`config.mk`:
```
export PLATFORM = sky130hd
export DESIGN_NAME = preg_memory_ext
export DESIGN_NICKNAME = d
export VERILOG_FILES = /design/src/rtl/preg_memory_ext.sv
export SDC_FILE = /design/constraint.sdc
export NUM_CORES = 1
export LEC_CHECK = 0
export ABC_CLOCK_PERIOD_IN_PS = 1400
export BUFFER_PORTS_ARGS = -buffer_cell sky130_fd_sc_hd__buf_2
export CAP_MARGIN = 10
export CORE_ASPECT_RATIO = 1.4
export CORE_MARGIN = 4
export CORE_UTILIZATION = 45
export CTS_CLUSTER_SIZE = 10
export DETAILED_ROUTE_END_ITERATION = 12
export PLACE_DENSITY_LB_ADDON = 0.08
export SYNTH_ARGS = -nofsm -noshare
export SYNTH_HDL_FRONTEND = slang
export SYNTH_SLANG_ARGS = --single-unit
```
`constraint.sdc`:
```
create_clock -name clk -period 1.4 [get_ports clk]
set_input_delay 0.28 -clock clk [delete_from_list [all_inputs] [get_ports clk]]
set_output_delay 0.28 -clock clk [all_outputs]
set_load 0.05 [all_outputs]
```
`src/rtl/preg_memory_ext.sv`:
```
// MEM/WB pipeline register: sync reset, stall, flush, valid bit and load-data extraction.
// Define PREG_RETIRE_CNT_EN to add the RetireCountW retired-instruction counter.
module preg_memory_ext #(
    parameter int DATA_WIDTH       = 32,
    parameter int REG_ADDR_WIDTH   = 5,
    parameter int RESULT_SRC_WIDTH = 2,
    parameter int CNT_WIDTH        = 32
) (
    input  logic                        clk,
    input  logic                        rst,
    input  logic                        StallW,
    input  logic                        FlushW,
    input  logic                        ValidM,
    input  logic [DATA_WIDTH-1:0]       ALUResultM,
    input  logic [DATA_WIDTH-1:0]       DMRd,
    input  logic [2:0]                  Funct3M,
    input  logic [REG_ADDR_WIDTH-1:0]   RdM,
    input  logic [DATA_WIDTH-1:0]       PCPlus4M,
    input  logic                        RegWriteM,
    input  logic [RESULT_SRC_WIDTH-1:0] ResultSrcM,
    output logic                        ValidW,
    output logic [DATA_WIDTH-1:0]       ALUResultW,
    output logic [DATA_WIDTH-1:0]       ReadDataW,
    output logic [REG_ADDR_WIDTH-1:0]   RdW,
    output logic [DATA_WIDTH-1:0]       PCPlus4W,
    output logic                        RegWriteW,
    output logic [RESULT_SRC_WIDTH-1:0] ResultSrcW
`ifdef PREG_RETIRE_CNT_EN
    ,
    output logic [CNT_WIDTH-1:0]        RetireCountW
`endif
);

    if (DATA_WIDTH < 32 || CNT_WIDTH < 1) begin : g_param_check
        $error("preg_memory_ext: DATA_WIDTH must be >= 32 and CNT_WIDTH >= 1");
    end

    logic                        r_valid;
    logic [DATA_WIDTH-1:0]       r_alu;
    logic [DATA_WIDTH-1:0]       r_rdata;
    logic [REG_ADDR_WIDTH-1:0]   r_rd;
    logic [DATA_WIDTH-1:0]       r_pc4;
    logic                        r_regwrite;
    logic [RESULT_SRC_WIDTH-1:0] r_rsrc;

    logic [7:0]            w_byte;
    logic [15:0]           w_half;
    logic [DATA_WIDTH-1:0] w_ext;
    logic                  w_regwrite;
    logic                  w_load;

    // Little-endian lane select; halfword uses only the upper offset bit.
    always_comb begin
        w_byte = DMRd[7:0];
        case (ALUResultM[1:0])
            2'd0: w_byte = DMRd[7:0];
            2'd1: w_byte = DMRd[15:8];
            2'd2: w_byte = DMRd[23:16];
            2'd3: w_byte = DMRd[31:24];
            default: w_byte = DMRd[7:0];
        endcase
        w_half = ALUResultM[1] ? DMRd[31:16] : DMRd[15:0];
    end

    always_comb begin
        w_ext = DMRd;
        case (Funct3M)
            3'b000: w_ext = DATA_WIDTH'($signed(w_byte));
            3'b100: w_ext = DATA_WIDTH'(w_byte);
            3'b001: w_ext = DATA_WIDTH'($signed(w_half));
            3'b101: w_ext = DATA_WIDTH'(w_half);
            3'b010: w_ext = DATA_WIDTH'($signed(DMRd[31:0]));
            3'b110: w_ext = DATA_WIDTH'(DMRd[31:0]);
            default: w_ext = DMRd;
        endcase
    end

    assign w_regwrite = RegWriteM & ValidM & (RdM != '0);
    assign w_load     = !rst && !FlushW && !StallW;

    always_ff @(posedge clk) begin
        if (rst || FlushW) begin
            r_valid    <= 1'b0;
            r_alu      <= '0;
            r_rdata    <= '0;
            r_rd       <= '0;
            r_pc4      <= '0;
            r_regwrite <= 1'b0;
            r_rsrc     <= '0;
        end else if (!StallW) begin
            r_valid    <= ValidM;
            r_alu      <= ALUResultM;
            r_rdata    <= w_ext;
            r_rd       <= RdM;
            r_pc4      <= PCPlus4M;
            r_regwrite <= w_regwrite;
            r_rsrc     <= ResultSrcM;
        end
    end

`ifdef PREG_RETIRE_CNT_EN
    logic [CNT_WIDTH-1:0] r_retire_cnt;

    // Counts only real instructions that actually enter W; wraps naturally.
    always_ff @(posedge clk) begin
        if (rst)
            r_retire_cnt <= '0;
        else if (w_load && ValidM)
            r_retire_cnt <= r_retire_cnt + 1'b1;
    end

    assign RetireCountW = r_retire_cnt;
`else
    logic w_unused_load;
    assign w_unused_load = w_load;
`endif

    assign ValidW     = r_valid;
    assign ALUResultW = r_alu;
    assign ReadDataW  = r_rdata;
    assign RdW        = r_rd;
    assign PCPlus4W   = r_pc4;
    assign RegWriteW  = r_regwrite;
    assign ResultSrcW = r_rsrc;

endmodule

```
==> metrics.yaml, run 1 <==
layout:
  stdcell_count: 758
  drive_gt1_share_pct: 39.3
  seqCellArea_um2: 2100
  multi_input_area_um2: 1880
  final_nets: 759
  n_antenna_cell: 0
  area_growth_pct: 38.0
  fillers: 811
  post-route-util_pct: 63.8
die:
  die_area_um2: 10900
  std_cell_rows: 41
  fp.dieH_um: 122
  core_um2: 9030
  io_pins: 217
  start_util_pct: 46.2
  die_w_um: 89.4
synth:
  ys_types: 32
  synth_common_cells: "dfxtp_1, mux2i_1, nor2_1"
  yosysMostFrequentCell: "dfxtp_1"
  synth_area_leaders: "dfxtp_1, mux2i_1, nor2_1"
  synth_xor_xnor_area_share_pct: 0
  synthMuxAreaShare_pct: 18.2
  synth_nets: 546
  synth_async_sr_flop_share_pct: 0
  yosysTopAreaCell: "dfxtp_1"
  synth-adder-area-share_pct: 0
  syn_area_per_cell_um2: 9.61
  ys_seq_area_share_pct: 50.4
  ys_ff_latch: 105
  synth_edf_count: 0
  synth_flop_cell: "dfxtp_1"
  synth_top_area_share_pct: 50.4
  synth_top_family_by_area: "multiplexers"
  synthSimpleGateAreaFrac_pct: 10.3
  netlist_instances: 434
  synth_compound_area_share_pct: 16.6
  synth.yosys.warnings: 0
  netlist_area_um2: 4170
clock_tree:
  clkTransAtPathRegs_ns: 0.07
  clock-sinks: 105
  cts-resized-gates: 0
  cts_hold_buf: 0
  htree_levels: 3
  cts_buffer_depth: 2
  numCtsBuffers: 9
  clockRootBuffer: "clkbuf_16"
  cts_tree: "done"
  cts_setup_buffers: 0
  clk_latency_ns: 0.34
worst_setup_path:
  critPathMaxFanout: 2
  r2r_cells: 2
  crit_arrival_ns: 0.98
  setup.worst_path.end_class: "output pin"
  cpPeakStageDelay_ns: 0.36
  crit_required_ns: 1.12
  critPathSlowestCell: "dfxtp_1"
  cp_num_buf_inv: 1
  r2r-end: "ReadDataW[5]$_SDFFE_PP0N_"
  start_kind: "register"
  rr_startpoint: "ReadDataW[5]$_SDFFE_PP0N_"
  critical-path-top-delay-family: "flip-flops"
  r2r_slack_ns: 0.73
  path_class: "register to output pin"
  path_cells: "buf_2"
global_routing:
  grt-ovfl-total: 0
  grt_first_pass_wirelength_um: 17800
  antenna_found_initial: 0
  grtUsageTotal_pct: 20.9
  grt_max_degree: 48
  grt_pass1_vias: 3766
sta:
  min_period_ns: 1.26
  timing.hold.ws_ns: 0.165
  setup_viol_count_final: 0
  clock_skew_ns: 0
  rsz0062_at_grt: "false"
  worstMarginPinSlew_ns: 0.584
  fin_crit_sh_pct: 89.9
  hold_viol: 0
  fmax_ghz: 0.794
  fin_ws_ns: 0.141
  slew_viol_final: 0
  slew_headroom_pct: 61.0
worst_hold_path:
  worstHoldStart: "ALUResultM[9]"
  holdCritPathClass: "primary input to register"
  hold_path_depth: 3
  min_to: "ALUResultW[9]$_SDFFE_PP0N_"
drt:
  wl_per_cell_um: 15.2
  via_per_inst: 5.12
  drtAntennaViolNets: 0
  drc: 0
  dr.first_iter.drc_count: 213
  drt-pass1-iter-count: 4
  drt-total-wl_um: 11500
  vias: 3879
placed_design:
  detailed_place_hpwl_um: 8920
  dp_cells: 743
  portBuffers: 216
  gp_congestion: 0.869
  pre_cts_slack_ns: -0.0705
power:
  pwr_density_cell_nw_per_um2: 1230
  power.leakage_nw: 2.99
  ir_drop_mv: 0.822
  p_total_w: 0.00711
job:
  drv_cap: 0
status:
  status: "finished, final reports clean"
==> routing by layer <==
layer	part of all wire, %	wire, um	vias to the layer above	GRT usage (%)
met2	51	5920	169	35.3
met1	37	4260	1746	24.0
met3	10	1160	17	7.31
li1	-	-	1947	-
met4	1.7	197	0	8.01
met5	0	0	-	0
==> cell usage in the layout, fill, tap and decap left out, drive strengths merged, types with 4 or more instances in the layout <==
master | Yosys | routed
a22oi | 8 | 8
a222oi | 5 | 5
mux2i | 76 | 76
nand2 | 4 | 4
a21oi | 48 | 48
a31oi | 4 | 4
dfxtp | 105 | 105
nor3 | 5 | 5
buf | 21 | 236
a21o | 11 | 11
nor2b | 9 | 9
nor2 | 76 | 76
o21ai | 30 | 30
inv | 4 | 4
clkbuf | 13 | 11
==> registers in the layout (all words and copies together) (netlist names) <==
signal	flops
ALUResultW	32
ReadDataW	32
ValidW	1
PCPlus4W	32
ResultSrcW	2
RegWriteW	1
RdW	5
==> per-stage QoR <==
step | setup TNS [ns] | cell area [um^2]
4_1_cts | 0 | 5760
6_report | 0 | 5760
3_3_place_gp | -0.0107 | 5430
5_1_grt | 0 | 5760
3_5_place_dp | -0.492 | 5430
2_1_floorplan | 0 | 4170
==> cells by family (layout without fill, tap and decap cells) <==
family | count (synthesis) | after routing
multiplexers | 76 | 76
AND/OR/NAND/NOR | 100 | 100
flip-flops | 105 | 105
buffers and inverters | 38 | 255
AO/OA/AOI/OAI | 115 | 115
==> report_power, final <==
| group | leakage (nW) | switching, W | internal (W) | total, W |
|---|---|---|---|---|
| Sequential | 0.857 | 0.0000530 | 0.00310 | 0.00315 |
| Combinational | 1.98 | 0.000795 | 0.000434 | 0.00123 |
| Clock | 0.158 | 0.00107 | 0.00166 | 0.00273 |
==> how the worst max path moves through the flow <==
| stage | startpoint | end | cells after the start |
|---|---|---|---|
| 2_1_floorplan | ALUResultM[1] | ReadDataW[13]$_SDFFE_PP0N_ | 5 |
| 3_3_place_gp | ALUResultM[1] | ReadDataW[7]$_SDFFE_PP0N_ | 5 |
| 3_5_place_dp | ALUResultM[1] | ReadDataW[8]$_SDFFE_PP0N_ | 5 |
| 4_1_cts | ReadDataW[19]$_SDFFE_PP0N_ | ReadDataW[19] | 1 |
| 5_1_grt | ALUResultW[13]$_SDFFE_PP0N_ | ALUResultW[13] | 1 |
| 6_report | ALUResultW[13]$_SDFFE_PP0N_ | ALUResultW[13] | 1 |
==> area by class of cell <==
class	instances	share of cell area, %
Sequential cell	105	36.5
Multi-Input combinational cell	291	32.7
Timing Repair Buffer	236	22.5
Clock buffer	11	4.39
Tap cell	107	2.33
Clock inverter	4	1.33
Inverter	4	0.261
(Power assumes the default switching activity.)
==> run 2: changes to the inputs <==
- REMOVE_ABC_BUFFERS: unset -> 1
==> run 2 against run 1 <==
Compared with the run above:
- first-iteration DRC count down 12%
- setup slack worse by 0.014 ns
- register-to-register slack got worse by 0.05 ns
- core utilization grew 0.46 points
- non-clock buffer count rose by 7
- sequential cell count did not move
- cell count rose by 1.1%
- clock power hardly changed
- cell area increased by 0.72%
- global-route usage up 1.7 points
- die area is the same
- largest cell class unchanged
==> metrics.yaml, run 2 (synthesis results as in run 1) <==
worst_setup_path:
  setup.worst_path.end_class: "output pin"
  critPathSlowestCell: "dfxtp_1"
  path_cells: "buf_2"
  critPathMaxFanout: 2  # unchanged
  r2r_slack_ns: 0.68  # -0.05 ns
  start_kind: "register"
  crit_arrival_ns: 0.99  # about the same
  cp_num_buf_inv: 1  # unchanged
  path_class: "register to output pin"
  cpPeakStageDelay_ns: 0.37  # about the same
  crit_required_ns: 1.12  # about the same
  critical-path-top-delay-family: "flip-flops"
job:
  drv_cap: 0  # unchanged
sta:
  fin_crit_sh_pct: 90.9  # +1.0 points
  setup_viol_count_final: 0  # unchanged
  slew_headroom_pct: 54.0  # -7.0 points
  rsz0062_at_grt: "false"
  fmax_ghz: 0.786  # -1.1%
  worstMarginPinSlew_ns: 0.688  # +0.105 ns
  clock_skew_ns: 0  # unchanged
  slew_viol_final: 0  # unchanged
  min_period_ns: 1.27  # +0.0142 ns
  hold_viol: 0  # unchanged
  fin_ws_ns: 0.127  # -0.0142 ns
placed_design:
  portBuffers: 216  # unchanged
  gp_congestion: 0.887  # +2.1%
  pre_cts_slack_ns: -0.124  # -0.0536 ns
  detailed_place_hpwl_um: 9670  # +8.5%
layout:
  area_growth_pct: 39.0
  layout_commonest_cell: "buf_2"
  drive_gt1_share_pct: 39.9  # +0.58 points
  post-route-util_pct: 64.2  # +0.46 points
  n_antenna_cell: 0  # unchanged
  final_nets: 766  # +0.92%
  final_cell_mix: "buf_2, dfxtp_1, mux2i_1, nor2_1, a21oi_1"
  fillers: 812  # +0.12%
drt:
  via_per_inst: 5.26  # +2.7%
  drt-pass1-iter-count: 4  # unchanged
  vias: 4027  # +3.8%
  dr.first_iter.drc_count: 188  # -12%
  drtAntennaViolNets: 0  # unchanged
  drt-total-wl_um: 12400  # +7.8%
  wl_per_cell_um: 16.2  # +6.6%
  drc: 0  # unchanged
clock_tree:
  clockRootBuffer: "clkbuf_16"
  cts_tree: "done"
  cts_hold_buf: 0  # unchanged
  numCtsBuffers: 9  # unchanged
  cts_buffer_depth: 2  # unchanged
  clk_latency_ns: 0.34  # about the same
  cts_setup_buffers: 0  # unchanged
  htree_levels: 3  # unchanged
  clock-sinks: 105  # unchanged
  cts-resized-gates: 0  # unchanged
  clkTransAtPathRegs_ns: 0.07  # about the same
die:
  start_util_pct: 46.2  # unchanged
  die_area_um2: 10900  # unchanged
  fp.dieH_um: 122  # unchanged
  std_cell_rows: 41  # unchanged
  io_pins: 217  # unchanged
  core_um2: 9030  # unchanged
  die_w_um: 89.4  # unchanged
global_routing:
  antenna_found_initial: 0  # unchanged
  grtUsageTotal_pct: 22.6  # +1.7 points
  grt_max_degree: 36  # -25%
  grt-ovfl-total: 0  # unchanged
  grt_first_pass_wirelength_um: 19100  # +7.0%
  grt_pass1_vias: 4058  # +7.8%
power:
  pwr_density_cell_nw_per_um2: 1230  # about the same
  power.leakage_nw: 3.02  # +1.1%
  ir_drop_mv: 0.859  # +4.5%
status:
  status: "finished, final reports clean"
worst_hold_path:
  holdCritPathClass: "primary input to register"
[run 2: changes by cell type in the layout (fill, tap and decap cells not counted)]
| cell | delta |
|---|---|
| clkinvlp_4 | -1 |
| buf_12 | -1 |
| clkinv_4 | -1 |
| clkinv_2 | +1 |
| clkbuf_1 | +1 |
| buf_4 | +8 |
| inv_6 | +1 |
[run 2: layer usage]
layer | vias up | track usage (%) | wire length [um]
met5 | - | 0 | 0
met4 | 0 | 10.9 | 366
met3 | 28 | 6.09 | 1100
met2 | 175 | 39.8 | 6590
met1 | 1867 | 24.4 | 4390
li1 | 1957 | - | -
[run 2: per-stage QoR]
| step | hold WS, ns | instances | TNS, ns | total power, W | area [um^2] |
|---|---|---|---|---|---|
| 4_1_cts | 0.160 | 766 | 0 | 0.00720 | 5800 |
| 2_1_floorplan | 0.416 | 400 | -0.0420 | 0.00394 | 4000 |
| 3_5_place_dp | 0.474 | 750 | -2.38 | 0.00447 | 5470 |
| 6_report | 0.171 | 766 | 0 | 0.00715 | 5800 |
| 5_1_grt | 0.176 | 766 | 0 | 0.00740 | 5800 |
| 3_3_place_gp | 0.448 | 750 | -1.57 | 0.00445 | 5470 |
[run 2: worst paths after layout]
check	from	cells past startpoint	end
worst max-delay path	ReadDataW[31]$_SDFFE_PP0N_	1	ReadDataW[31]
worst min-delay path	ALUResultM[16]	3	ALUResultW[16]$_SDFFE_PP0N_
worst max register to register	ReadDataW[0]$_SDFFE_PP0N_	2	ReadDataW[0]$_SDFFE_PP0N_
worst min register to register	RegWriteW$_SDFFE_PP0N_	2	RegWriteW$_SDFFE_PP0N_
[run 2: power breakdown]
part	switching, W	leakage (nW)	internal [W]	total [W]
registers	0.0000517	0.857	0.00309	0.00315
clock network	0.00108	0.163	0.00167	0.00275
logic	0.000809	2.00	0.000442	0.00125
total	0.00194	3.02	0.00521	0.00715
[run 2: layout make-up]
type | instances | area, um^2 | area share, %
Inverter | 4 | 15.0 | 0.259
Timing Repair Buffer | 243 | 1340 | 23.0
Clock inverter | 4 | 73.8 | 1.27
Sequential cell | 105 | 2100 | 36.2
Tap cell | 107 | 134 | 2.31
Multi-Input combinational cell | 291 | 1880 | 32.4
Clock buffer | 12 | 256 | 4.42
==> run 3: changes to the inputs <==
- CELL_PAD_IN_SITES_DETAIL_PLACEMENT: unset -> 0
- CELL_PAD_IN_SITES_GLOBAL_PLACEMENT: unset -> 1
- CORE_UTILIZATION: 45 -> 32
- REMOVE_ABC_BUFFERS: 1 -> unset
==> run 3 against run 2 <==
Compared with the run above:
- first-iteration DRC count fell by 37%
- sequential cell count did not move
- wire length rose by 8.0%
- fmax rose by 2.1%
- setup slack improved by 0.026 ns
- non-clock buffer count fell by 8
- critical path type unchanged
- largest cell class unchanged
==> metrics.yaml, run 3 (synthesis results as in run 1) <==
clock_tree:
  cts-resized-gates: 0  # unchanged
  cts_tree: "done"
  cts_setup_buffers: 0  # unchanged
  cts_buffer_depth: 2  # unchanged
  clock-sinks: 105  # unchanged
  clkTransAtPathRegs_ns: 0.08  # about the same
  htree_levels: 3  # unchanged
  numCtsBuffers: 9  # unchanged
  cts_hold_buf: 0  # unchanged
  clk_latency_ns: 0.34  # about the same
  clockRootBuffer: "clkbuf_16"
layout:
  final_cell_area_um2: 5810  # +0.13%
  layout_commonest_cell: "buf_2"
  drive_gt1_share_pct: 39.2  # -0.74 points
  final_nets: 758  # -1.0%
  area_growth_pct: 39.2
  fillers: 1297  # +60%
  n_antenna_cell: 0  # unchanged
  final_cell_mix: "buf_2, dfxtp_1, mux2i_1, nor2_1, a21oi_1"
placed_design:
  portBuffers: 216  # unchanged
  gp_congestion: 0.902  # +1.7%
  placed_area_um2: 5500  # +0.64%
  detailed_place_hpwl_um: 10400  # +8.0%
sta:
  hold_viol: 0  # unchanged
  fin_crit_sh_pct: 89.1  # -1.8 points
  slew_viol_final: 0  # unchanged
  setup_viol_count_final: 0  # unchanged
  rsz0062_at_grt: "false"
  min_period_ns: 1.25  # -0.0259 ns
  slew_headroom_pct: 53.8  # -0.27 points
  timing.hold.ws_ns: 0.163  # -0.00805 ns
  worstMarginPinSlew_ns: 0.692  # +0.00400 ns
  fmax_ghz: 0.802  # +2.1%
  clock_skew_ns: 0  # unchanged
global_routing:
  grt-ovfl-total: 0  # unchanged
  grt_pass1_vias: 4073  # +0.37%
  grt_max_degree: 47  # +31%
  grtUsageTotal_pct: 17.8  # -4.8 points
  antenna_found_initial: 0  # unchanged
  grt_first_pass_wirelength_um: 21300  # +12%
die:
  core_um2: 12800  # +42%
  die_w_um: 105  # +17%
  start_util_pct: 32.6  # -14 points
  die_area_um2: 15000  # +37%
  io_pins: 217  # unchanged
  fp.dieH_um: 143  # +17%
  std_cell_rows: 49  # +20%
worst_setup_path:
  critical-path-top-delay-family: "flip-flops"
  rr_startpoint: "ReadDataW[0]$_SDFFE_PP0N_"
  cp_num_buf_inv: 1  # unchanged
  crit_arrival_ns: 0.97  # -0.02 ns
  critPathMaxFanout: 2  # unchanged
  path_cells: "buf_2"
  critPathSlowestCell: "dfxtp_1"
  setup.worst_path.end_class: "output pin"
  path_class: "register to output pin"
  crit_required_ns: 1.12  # about the same
  start_kind: "register"
  r2r_slack_ns: 0.68  # about the same
  r2r_cells: 2  # unchanged
  r2r-end: "ReadDataW[0]$_SDFFE_PP0N_"
  cpPeakStageDelay_ns: 0.35  # -0.02 ns
drt:
  drt-pass1-iter-count: 4  # unchanged
  vias: 3936  # -2.3%
  wl_per_cell_um: 16.7  # +2.9%
  drtAntennaViolNets: 0  # unchanged
  via_per_inst: 4.90  # -6.9%
  drt-total-wl_um: 13400  # +8.0%
  drc: 0  # unchanged
  dr.first_iter.drc_count: 118  # -37%
worst_hold_path:
  min_to: "PCPlus4W[22]$_SDFFE_PP0N_"
  hold_path_depth: 3  # unchanged
  holdCritPathClass: "primary input to register"
  worstHoldStart: "PCPlus4M[22]"
power:
  power.leakage_nw: 2.99  # -1.2%
  ir_drop_mv: 0.470  # -45%
  pwr_density_cell_nw_per_um2: 1200  # -2.3%
status:
  status: "finished, final reports clean"
job:
  drv_cap: 0  # unchanged
==> run 3: area by class of cell <==
type | instances | area, um^2 | area share (%)
tap | 153 | 191 | 3.30
inverter | 4 | 15.0 | 0.259
clock buffer | 10 | 229 | 3.94
timing repair buffer | 235 | 1310 | 22.6
clock inverter | 6 | 73.8 | 1.27
sequential | 105 | 2100 | 36.2
multi-input combinational | 291 | 1880 | 32.4
==> run 3: tightest hold or removal path, delay by kind of cell <==
family | cells | cell delay (ns)
mux | 1 | 0.05
simple gates | 1 | 0.07
buf+inv | 1 | 0.07
==> run 3: metrics by stage <==
stage | std cells | TNS [ns] | utilization, % | total power [W] | setup WS [ns]
3_3_place_gp | 788 | -0.749 | 43.0 | 0.00448 | -0.0988
2_1_floorplan | 434 | 0 | - | 0.00404 | 0.175
6_report | 804 | 0 | 45.3 | 0.00700 | 0.153
4_1_cts | 804 | 0 | 45.3 | 0.00710 | 0.118
3_5_place_dp | 788 | -1.04 | 43.0 | 0.00449 | -0.116
5_1_grt | 804 | 0 | 45.3 | 0.00731 | 0.0979
==> run 3: how the worst max path moves through the flow <==
stage	start	to	slack, ns	cells past startpoint
after detailed placement	ALUResultM[1]	ReadDataW[11]$_SDFFE_PP0N_	-0.12	5
after CTS	ReadDataW[13]$_SDFFE_PP0N_	ReadDataW[13]	0.12	1
after floorplan	ALUResultM[1]	ReadDataW[13]$_SDFFE_PP0N_	0.17	5
after global routing	PCPlus4W[4]$_SDFFE_PP0N_	PCPlus4W[4]	0.1	1
after global placement	ALUResultM[1]	ReadDataW[14]$_SDFFE_PP0N_	-0.1	5
final	PCPlus4W[24]$_SDFFE_PP0N_	PCPlus4W[24]	0.15	1
==> run 3: routing by layer <==
metal	track usage, %	routed length (um)	part of all wire (%)
met3	5.11	906	6.7
met4	6.51	269	2.0
met5	0	0	0
met2	33.6	7170	53
met1	18.8	5090	38
==> run 3: report_power, final <==
part	total (W)	switching [W]	internal [W]
Sequential	0.00314	0.0000513	0.00309
Clock	0.00259	0.00118	0.00142
Combinational	0.00126	0.000819	0.000440
